--- src/rtl/tldd_pkg.sv ---
// Shared types and constants for the tldd_seq pulse sequencer.
package tldd_pkg;

    // Sequencer FSM states.
    typedef enum logic [1:0] {
        StIdle  = 2'd0,
        StPulse = 2'd1,
        StGap   = 2'd2
    } state_e;

    // Mode select encodings.
    localparam logic [1:0] MODE_OFF    = 2'd0;
    localparam logic [1:0] MODE_SINGLE = 2'd1;
    localparam logic [1:0] MODE_BURST  = 2'd2;
    localparam logic [1:0] MODE_CONT   = 2'd3;

endpackage

--- src/rtl/tldd_seq_if.sv ---
// Control/status bundle between the capture sync logic and the pulse sequencer.
interface tldd_seq_if #(
    parameter int unsigned CH_NUM  = 3,
    parameter int unsigned CNT_W   = 32,
    parameter int unsigned BURST_W = 8
) ();
    logic               en;
    logic [1:0]         mode;
    logic [CH_NUM-1:0]  ch_mask;
    logic [CNT_W-1:0]   plus_len;
    logic [CNT_W-1:0]   gap_len;
    logic [BURST_W-1:0] burst_num;
    logic               trig;
    logic [CH_NUM-1:0]  ldd_out;
    logic               busy;
    logic               rdy;
    logic               trig_miss;
    logic [BURST_W-1:0] pulse_cnt;

    modport master (
        output en, mode, ch_mask, plus_len, gap_len, burst_num, trig,
        input  ldd_out, busy, rdy, trig_miss, pulse_cnt
    );

    modport slave (
        input  en, mode, ch_mask, plus_len, gap_len, burst_num, trig,
        output ldd_out, busy, rdy, trig_miss, pulse_cnt
    );
endinterface

--- src/rtl/tldd_phase_cnt.sv ---
// Phase down-counter shared by the PULSE and GAP phases. A load of 0 behaves as 1.
module tldd_phase_cnt #(
    parameter int unsigned CNT_W = 32
) (
    input  logic             clki,
    input  logic             rsti_n,
    input  logic             load_i,
    input  logic [CNT_W-1:0] len_i,
    output logic             tc_o
);
    logic [CNT_W-1:0] cnt_q, cnt_d;

    // Load len-1 (0 maps to 0, i.e. a one-cycle phase), else count down and hold at 0.
    always_comb begin
        cnt_d = cnt_q;
        if (load_i) begin
            cnt_d = (len_i == '0) ? '0 : len_i - 1'b1;
        end else if (cnt_q != '0) begin
            cnt_d = cnt_q - 1'b1;
        end
    end

    // Counter register.
    always_ff @(posedge clki or negedge rsti_n) begin
        if (!rsti_n) begin
            cnt_q <= '0;
        end else begin
            cnt_q <= cnt_d;
        end
    end

    assign tc_o = (cnt_q == '0);
endmodule

--- src/rtl/tldd_seq.sv ---
// Multi-channel laser-diode pulse sequencer: single-shot, burst and continuous modes.
module tldd_seq
    import tldd_pkg::*;
#(
    parameter int unsigned CH_NUM  = 3,
    parameter int unsigned CNT_W   = 32,
    parameter int unsigned BURST_W = 8
) (
    input logic       clki,
    input logic       rsti_n,
    tldd_seq_if.slave bus
);
    state_e             state_q, state_d;
    logic               trig_d_q;
    logic [CH_NUM-1:0]  mask_q, mask_d;
    logic [CNT_W-1:0]   plen_q, plen_d;
    logic [CNT_W-1:0]   glen_q, glen_d;
    logic [BURST_W-1:0] burst_q, burst_d;
    logic [1:0]         smode_q, smode_d;
    logic [CH_NUM-1:0]  ldd_q, ldd_d;
    logic               busy_q, busy_d;
    logic               rdy_q, rdy_d;
    logic               miss_q, miss_d;
    logic [BURST_W-1:0] pcnt_q, pcnt_d;

    logic               cnt_load;
    logic [CNT_W-1:0]   cnt_len;
    logic               cnt_tc;
    logic               trig_edge;
    logic               trig_mode;
    logic               cont_stop;
    logic [BURST_W-1:0] burst_eff;
    logic               seq_done;

    assign trig_edge = bus.trig & ~trig_d_q;
    assign trig_mode = (bus.mode == MODE_SINGLE) || (bus.mode == MODE_BURST);
    // Continuous runs are the only case where the live mode matters mid-sequence.
    assign cont_stop = (smode_q == MODE_CONT) && (bus.mode != MODE_CONT);
    assign burst_eff = (burst_q == '0) ? BURST_W'(1) : burst_q;
    assign seq_done  = (smode_q == MODE_SINGLE) ||
                       ((smode_q == MODE_BURST) && (pcnt_q == burst_eff)) ||
                       cont_stop;

    tldd_phase_cnt #(
        .CNT_W (CNT_W)
    ) u_phase_cnt (
        .clki   (clki),
        .rsti_n (rsti_n),
        .load_i (cnt_load),
        .len_i  (cnt_len),
        .tc_o   (cnt_tc)
    );

    // Next-state, shadow latching and registered-output preparation.
    always_comb begin
        state_d  = state_q;
        mask_d   = mask_q;
        plen_d   = plen_q;
        glen_d   = glen_q;
        burst_d  = burst_q;
        smode_d  = smode_q;
        pcnt_d   = pcnt_q;
        rdy_d    = 1'b0;
        cnt_load = 1'b0;
        cnt_len  = plen_q;

        if (!bus.en) begin
            // Abort: no rdy, pulse count is kept for inspection.
            state_d = StIdle;
        end else begin
            unique case (state_q)
                StIdle: begin
                    if ((trig_edge && trig_mode) || (bus.mode == MODE_CONT)) begin
                        state_d  = StPulse;
                        mask_d   = bus.ch_mask;
                        plen_d   = bus.plus_len;
                        glen_d   = bus.gap_len;
                        burst_d  = bus.burst_num;
                        smode_d  = bus.mode;
                        pcnt_d   = BURST_W'(1);
                        cnt_load = 1'b1;
                        cnt_len  = bus.plus_len;
                    end
                end
                StPulse: begin
                    if (cnt_tc) begin
                        if (seq_done) begin
                            state_d = StIdle;
                            rdy_d   = 1'b1;
                        end else begin
                            state_d  = StGap;
                            cnt_load = 1'b1;
                            cnt_len  = glen_q;
                        end
                    end
                end
                StGap: begin
                    if (cnt_tc) begin
                        if (cont_stop) begin
                            state_d = StIdle;
                            rdy_d   = 1'b1;
                        end else begin
                            state_d  = StPulse;
                            cnt_load = 1'b1;
                            cnt_len  = plen_q;
                            pcnt_d   = pcnt_q + 1'b1;
                        end
                    end
                end
                default: state_d = StIdle;
            endcase
        end

        ldd_d  = (state_d == StPulse) ? mask_d : '0;
        busy_d = (state_d != StIdle);
        miss_d = trig_edge && busy_q && bus.en && trig_mode;
    end

    // State, shadow and output registers.
    always_ff @(posedge clki or negedge rsti_n) begin
        if (!rsti_n) begin
            state_q  <= StIdle;
            trig_d_q <= 1'b0;
            mask_q   <= '0;
            plen_q   <= '0;
            glen_q   <= '0;
            burst_q  <= '0;
            smode_q  <= MODE_OFF;
            ldd_q    <= '0;
            busy_q   <= 1'b0;
            rdy_q    <= 1'b0;
            miss_q   <= 1'b0;
            pcnt_q   <= '0;
        end else begin
            state_q  <= state_d;
            trig_d_q <= bus.trig;
            mask_q   <= mask_d;
            plen_q   <= plen_d;
            glen_q   <= glen_d;
            burst_q  <= burst_d;
            smode_q  <= smode_d;
            ldd_q    <= ldd_d;
            busy_q   <= busy_d;
            rdy_q    <= rdy_d;
            miss_q   <= miss_d;
            pcnt_q   <= pcnt_d;
        end
    end

    assign bus.ldd_out   = ldd_q;
    assign bus.busy      = busy_q;
    assign bus.rdy       = rdy_q;
    assign bus.trig_miss = miss_q;
    assign bus.pulse_cnt = pcnt_q;
endmodule

--- src/flat_wrapper.sv ---
// flat-port wrapper written by rule: the top's interface ports become plain ports
module tldd_seq_flat import tldd_pkg::*;
#(
    parameter int unsigned CH_NUM  = 3,
    parameter int unsigned CNT_W   = 32,
    parameter int unsigned BURST_W = 8
)
  (clki, rsti_n, bus_en, bus_mode, bus_ch_mask, bus_plus_len, bus_gap_len, bus_burst_num, bus_trig, bus_ldd_out, bus_busy, bus_rdy, bus_trig_miss, bus_pulse_cnt);
  tldd_seq_if #(.CH_NUM(CH_NUM), .CNT_W(CNT_W), .BURST_W(BURST_W)) bus_i ();
  input logic clki;
  input logic rsti_n;
  input wire logic [$bits(bus_i.en)-1:0] bus_en;
  input wire logic [$bits(bus_i.mode)-1:0] bus_mode;
  input wire logic [$bits(bus_i.ch_mask)-1:0] bus_ch_mask;
  input wire logic [$bits(bus_i.plus_len)-1:0] bus_plus_len;
  input wire logic [$bits(bus_i.gap_len)-1:0] bus_gap_len;
  input wire logic [$bits(bus_i.burst_num)-1:0] bus_burst_num;
  input wire logic [$bits(bus_i.trig)-1:0] bus_trig;
  output wire logic [$bits(bus_i.ldd_out)-1:0] bus_ldd_out;
  output wire logic [$bits(bus_i.busy)-1:0] bus_busy;
  output wire logic [$bits(bus_i.rdy)-1:0] bus_rdy;
  output wire logic [$bits(bus_i.trig_miss)-1:0] bus_trig_miss;
  output wire logic [$bits(bus_i.pulse_cnt)-1:0] bus_pulse_cnt;
  assign bus_i.en = bus_en;
  assign bus_i.mode = bus_mode;
  assign bus_i.ch_mask = bus_ch_mask;
  assign bus_i.plus_len = bus_plus_len;
  assign bus_i.gap_len = bus_gap_len;
  assign bus_i.burst_num = bus_burst_num;
  assign bus_i.trig = bus_trig;
  assign bus_ldd_out = bus_i.ldd_out;
  assign bus_busy = bus_i.busy;
  assign bus_rdy = bus_i.rdy;
  assign bus_trig_miss = bus_i.trig_miss;
  assign bus_pulse_cnt = bus_i.pulse_cnt;
  tldd_seq #(.CH_NUM(CH_NUM), .CNT_W(CNT_W), .BURST_W(BURST_W)) u_core (.clki(clki), .rsti_n(rsti_n), .bus(bus_i));
endmodule
--- config.mk ---
export PLATFORM = sky130hd
export DESIGN_NAME = tldd_seq_flat
export DESIGN_NICKNAME = d
export VERILOG_FILES = /design/src/rtl/tldd_pkg.sv /design/src/rtl/tldd_seq_if.sv /design/src/rtl/tldd_phase_cnt.sv /design/src/rtl/tldd_seq.sv /design/src/flat_wrapper.sv
export SDC_FILE = /design/constraint.sdc
export NUM_CORES = 1
export LEC_CHECK = 0
export CAP_MARGIN = 20
export CORE_MARGIN = 4
export CORE_UTILIZATION = 55
export DETAILED_ROUTE_END_ITERATION = 6
export PLACE_DENSITY = 0.79
export SYNTH_ARGS = -nofsm -noshare
export SYNTH_HDL_FRONTEND = slang
export SYNTH_SLANG_ARGS = --single-unit
--- constraint.sdc ---
create_clock -name clki -period 11.73 [get_ports clki]
set_input_delay 3.519 -clock clki [delete_from_list [all_inputs] [get_ports clki]]
set_output_delay 3.519 -clock clki [all_outputs]
set_load 0.05 [all_outputs]
# == After elaboration in Yosys (flattened, before gate mapping) ==
# Index checks and enable logic that the tools add are counted.
# op_classes
addsub,3
n_bitwise,2
reduce_logical,21
muxes,37
n_eq_ne,14
# ops
op,n
$mux W32,7
$logic_not A32 Y1,2
$pmux W32 S2,1
$sub A32 B1 Y32 const B,2
$mux W8,4
$reduce_bool A32 Y1,1
$pmux W8 S2,1
$mux W1,12
$mux W3,4
$eq A2 B2 Y1 const B,5
$mux W2,5
$add A8 B1 Y8 const B,1
$eq A2 B1 Y1 const B,4
$eq A8 B8 Y1,1
$logic_not A8 Y1,1
$logic_and A1 B1 Y1,6
$pmux W2 S3,1
$reduce_bool A2 Y1,3
$reduce_and A5 Y1,1
$logic_or A1 B1 Y1,4
$ne A2 B1 Y1 const B,2
$ne A2 B2 Y1 const B,2
$pmux W1 S3,1
$reduce_and A3 Y1,1
5 further kinds,5
# totals
elab_cells,90
out_inout_bits,14
register_bits,126

# == Depth between registers and ports, before layout ==
# depth
ltp_word,13
mapped_depth,18

# == Hierarchy ==
# A second synthesis with hierarchy kept.
# hier_totals
cells_unflattened,772
area_unflattened_um2,7161.9
# by_module_without_submodules
mod,n_inst,seq_area_each_um2,cells_each,area_each_um2
tldd_seq,1,2352.3,443,4409.2
tldd_phase_cnt,1,800.8,329,2752.6

# == Least setup slack after synthesis ==
# No wires, ideal clock.
# synth_path
kind,in2reg
start,input port bus_mode[0]
end,register u_core.u_phase_cnt.cnt_q[26]
required_time_ns,11.601
t_arrival_ns,7.071
stages,16
setup_ns,0.129
path_slack_ns,4.529
n_path_buf,6
path_cell_list,ha_1 -> and3b_1 -> nor2_1 -> nor2_1 -> clkbuf_1 -> clkbuf_1 -> clkbuf_1 -> clkbuf_1 -> clkbuf_1 -> a222oi_1 -> ha_1 -> nand2_1 -> clkbuf_1 -> nor3_1 -> and3_1 -> o41a_1
# synth_via
elab_chain_cells,10
word_cells_on_any_way,26
cone_classes,1 x add/sub; 4 x eq/ne; 14 x mux; 7 x reduce/logical
# synth_lines
element,line_no,rtl
"start, declared",flat_wrapper.sv:13,input wire logic [$bits(bus_i.mode)-1:0] bus_mode;
"$ne A2 B2 Y1, or another cell as far along",tldd_seq.sv:38,assign cont_stop = (smode_q == MODE_CONT) && (bus.mode != MODE_CONT);
$logic_and A1 B1 Y1 or $logic_or A1 B1 Y1 (tied branches),"tldd_seq.sv:38, tldd_seq.sv:36",
$logic_or A1 B1 Y1 or $logic_and A1 B1 Y1 (tied branches),"tldd_seq.sv:41, tldd_seq.sv:73",
$mux W32 or $logic_or A1 B1 Y1 (tied branches),"tldd_seq.sv:87, tldd_seq.sv:73",
$mux W32 (on tied branches),"tldd_seq.sv:86, tldd_seq.sv:73",
$pmux W32 S2,tldd_seq.sv:71,unique case (state_q)
$mux W32,tldd_seq.sv:67,if (!bus.en) begin
$sub A32 B1 Y32 or $logic_not A32 Y1 (tied branches),tldd_phase_cnt.sv:17,cnt_d = (len_i == '0) ? '0 : len_i - 1'b1;
$mux W32,tldd_phase_cnt.sv:17,
$mux W32,tldd_phase_cnt.sv:16,if (load_i) begin
"end signal, assigned",tldd_phase_cnt.sv:28,cnt_q <= cnt_d;
"end, declared",tldd_phase_cnt.sv:11,"logic [CNT_W-1:0] cnt_q, cnt_d;"
# Several ways; a longest one is shown, not always the timed one.
# A chain may end at the register's enable or synchronous reset.

# == Worst setup path in the final report ==
# layout_path
start,input port bus_mode[1]
end,register u_core.u_phase_cnt.cnt_q[14]
# Same word-level chain as after synthesis.

==> flow_metrics.tcl <==
set metrics [dict create \
    slew_viol_final 0 \
    yosysSeqAreaShare_pct 42.85 \
    cts.sinks 126 \
    antenna_found_initial 0 \
    cts_buffer_depth 2 \
    syn_avg_cell_area_sq_um 8.477 \
    chipWidth_microns 123.7 \
    grt_first_pass_wirelength_microns 33320 \
    tightest_slew_ns 0.9770 \
    die-area_sq_um 15290 \
    mostFrequentLayoutCell "nand2_1" \
    gp_congestion 0.9497 \
    drc_errors 7 \
    setup_viol 0 \
    grtUsageTotal_pct 28.46 \
    hp-start "u_core.mask_q[1]$_DFF_PN0_" \
    gr-total-overflow 0 \
    max_freq_mhz 123.5 \
    dp_hpwl_microns 15030 \
    dr_wl_met3_microns 2012 \
    yosys_warnings 0 \
    drv_cap 0 \
    insertedDiodeCount 0 \
    critPathCaptureType "flop" \
    fin_setup_tns_ns 0 \
    slew_headroom_pct 34.71 \
    r2r-start "u_core.u_phase_cnt.cnt_q[0]$_DFFE_PN0P_" \
    rsz0062_at_grt "no" \
    cts_buffers 17 \
    postCtsHoldBufs 0 \
    combPwrFrac_pct 30.0 \
    final_nets 1033 \
    post_cts_buffers 0 \
    synth_cell_types 74 \
    wl_per_cell_microns 18.64 \
    fin_skew_ns 0.003625 \
    place_ws_ns 3.355 \
    insertion_delay_ns 0.41 \
    synthFlopType "dfrtp_1" \
    power_density_nw_per_um2 189.7 \
    routed_wl_microns 21000 \
    synth_area_sq_um 7358 \
    syn-instance-count 868 \
    p_sw_share_pct 34.69 \
    critPathLaunch "bus_mode[1]" \
    cts-htree-levels 4 \
    first_iter_violations 971 \
    final_antenna_net_count 0 \
    fin_ws_ns 3.630 \
    status "finished, violations left" \
    die_h_microns 123.7 \
    most-common-layout-cells "nand2_1, dfrtp_1, clkdlybuf4s50_1" \
    stdcell_area_sq_um 8982 \
    num_vias 6922 \
    post-route-util_pct 69.76 \
    post_dp_cell_area_sq_um 8391 \
    critPathMaxFanout 24 \
    io_pins 95 \
    max-vdd-ir-drop_mv 0.1177 \
    syn_to_final_growth_pct 22.07 \
    dp_cells 1096 \
    post_cts_resized 0 \
    hold_class "flop to flop" \
    min_period_over_period_pct 69.06 \
    arrival_ns 8.35 \
    vias_per_cell 6.142 \
    hold_violations 0 \
    synth_edf_count 0 \
    clock_power_share_pct 31.0 \
    root_buffer "clkbuf_16" \
    violations "DRC" \
    grt_max_degree 80 \
    routed.top_layer "met4" \
    async_reset_ff_share_pct 100.0 \
    fp-row-count 41 \
    coreArea_sq_um 12880 \
    crit_type "primary input to flop" \
    final_cell_count_no_fill 1127 \
    synth_fp_nets 958 \
    cts_tree "yes" \
    switchingPower_w 0.0005912 \
    leakagePower_nw 3.946 \
    p_seq_share_pct 39.0 \
    drt-pass1-iter-count 7 \
    port_buffers 94 \
    wl_met2_microns 9148 \
    initial_core_util_pct 57.15 \
    startpoint_type "primary input" \
    fin_crit_ns 8.100 \
    p_int_w 0.001113 \
    required_ns 11.98 \
    layout-drive-gt1-share_pct 6.492 \
    clk_pin_slew_worst_paths_ns 0.05 \
    grt_pass1_vias 6298 \
    nFillCells 994 \
    wl_met1_microns 9332 \
    synth-seq-cells 126 \
]
[routing by layer]
metal	up-vias	global-route usage, %
met5	-	0
met4	0	10.31
met3	37	5.631
met2	392	40.42
met1	3269	43.15
li1	3224	-
[metrics by stage]
stage / power, W / hold WS (ns)
final: 0.001704 / 0.4659
after global routing: 0.001794 / 0.4893
after CTS: 0.001696 / 0.4707
after detailed placement: 0.001162 / 0.4609
after global placement: 0.001151 / 0.4502
after floorplan: 0.0009956 / 0.4394
[cells in the mapped netlist, types with 9 or more instances]
master	count	area (sq um)
o31ai_1	12	90.09
dfrtp_1	126	3153
and3_1	12	75.07
nor2_1	45	168.9
buf_1	9	33.78
ha_1	9	112.6
clkbuf_1	30	112.6
or3_1	11	68.82
a222oi_1	24	240.2
xor2_1	27	236.5
nor3_1	21	105.1
o21ai_0	31	155.2
xnor2_1	38	332.8
o211ai_1	10	75.07
nand3_1	21	105.1
nor4_1	14	87.58
a21oi_1	13	65.06
o22ai_1	25	156.4
nand2_1	281	1055
inv_1	10	37.54
[cell type report]
class	instances	area, sq um	area share [%]
multi-input cells	689	4009	44.63
clock inverters	7	110.1	1.226
well taps	172	215.2	2.396
flip-flops and latches	126	3153	35.10
inverters	10	37.54	0.4179
clock buffers	24	481.7	5.363
repair buffers	99	975.9	10.87
[logic make-up after synthesis]
group,synth area share [%]
AND/OR/NAND/NOR,27.50
AO/OA/AOI/OAI,17.04
flip-flops,42.85
XOR/XNOR,7.737
buffers and inverters,2.925
adder cells (fa/ha/maj),1.530
multiplexers,0.4251
[path summary, 6_finish.rpt]
check	slack [ns]	to	cells past startpoint
max	3.63	u_core.u_phase_cnt.cnt_q[14]$_DFFE_PN0P_	13
min	0.47	u_core.mask_q[1]$_DFF_PN0_	2
max reg2reg	6.35	u_core.u_phase_cnt.cnt_q[14]$_DFFE_PN0P_	14
min reg2reg	0.47	u_core.mask_q[1]$_DFF_PN0_	2
max in group asynchronous	7.26	u_core.u_phase_cnt.cnt_q[27]$_DFFE_PN0P_	2
min in group asynchronous	3.15	u_core.bus.ldd_out[0]$_DFF_PN0_	1
[critical path, cell delays in order]
cell and delay, ns:
clkdlybuf4s50_1 0.43, ha_1 0.28, and3b_1 0.23, nor2_1 0.15, a21oi_1 0.67, o21ai_2 0.39, buf_4 0.32, a222oi_1 0.61
ha_1 0.26, nand4_1 0.16, nor4_4 0.40, or2_1 0.70, o22ai_1 0.22
[state kept, by name, indices dropped and copies added, names as in the netlist]
signal	cells
u_core.bus.pulse_cnt	8
u_core.smode_q	2
u_core.bus.ldd_out	3
u_core.bus.rdy	1
u_core.mask_q	3
u_core.plen_q	32
u_core.state_q	2
u_core.bus.busy	1
u_core.trig_d_q	1
u_core.bus.trig_miss	1
u_core.burst_q	8
u_core.u_phase_cnt.cnt_q	32
u_core.glen_q	32
[power groups by stage]
stage | clock (W) | sequential, W | combinational [W]
after detailed placement | 0 | 0.000666 | 0.000496
after global placement | 0 | 0.000663 | 0.000488
after global routing | 0.000550 | 0.000678 | 0.000565
final | 0.000528 | 0.000665 | 0.000511
after floorplan | 0 | 0.000636 | 0.000360
after CTS | 0.000531 | 0.000660 | 0.000505
(Power assumes the default switching activity.)
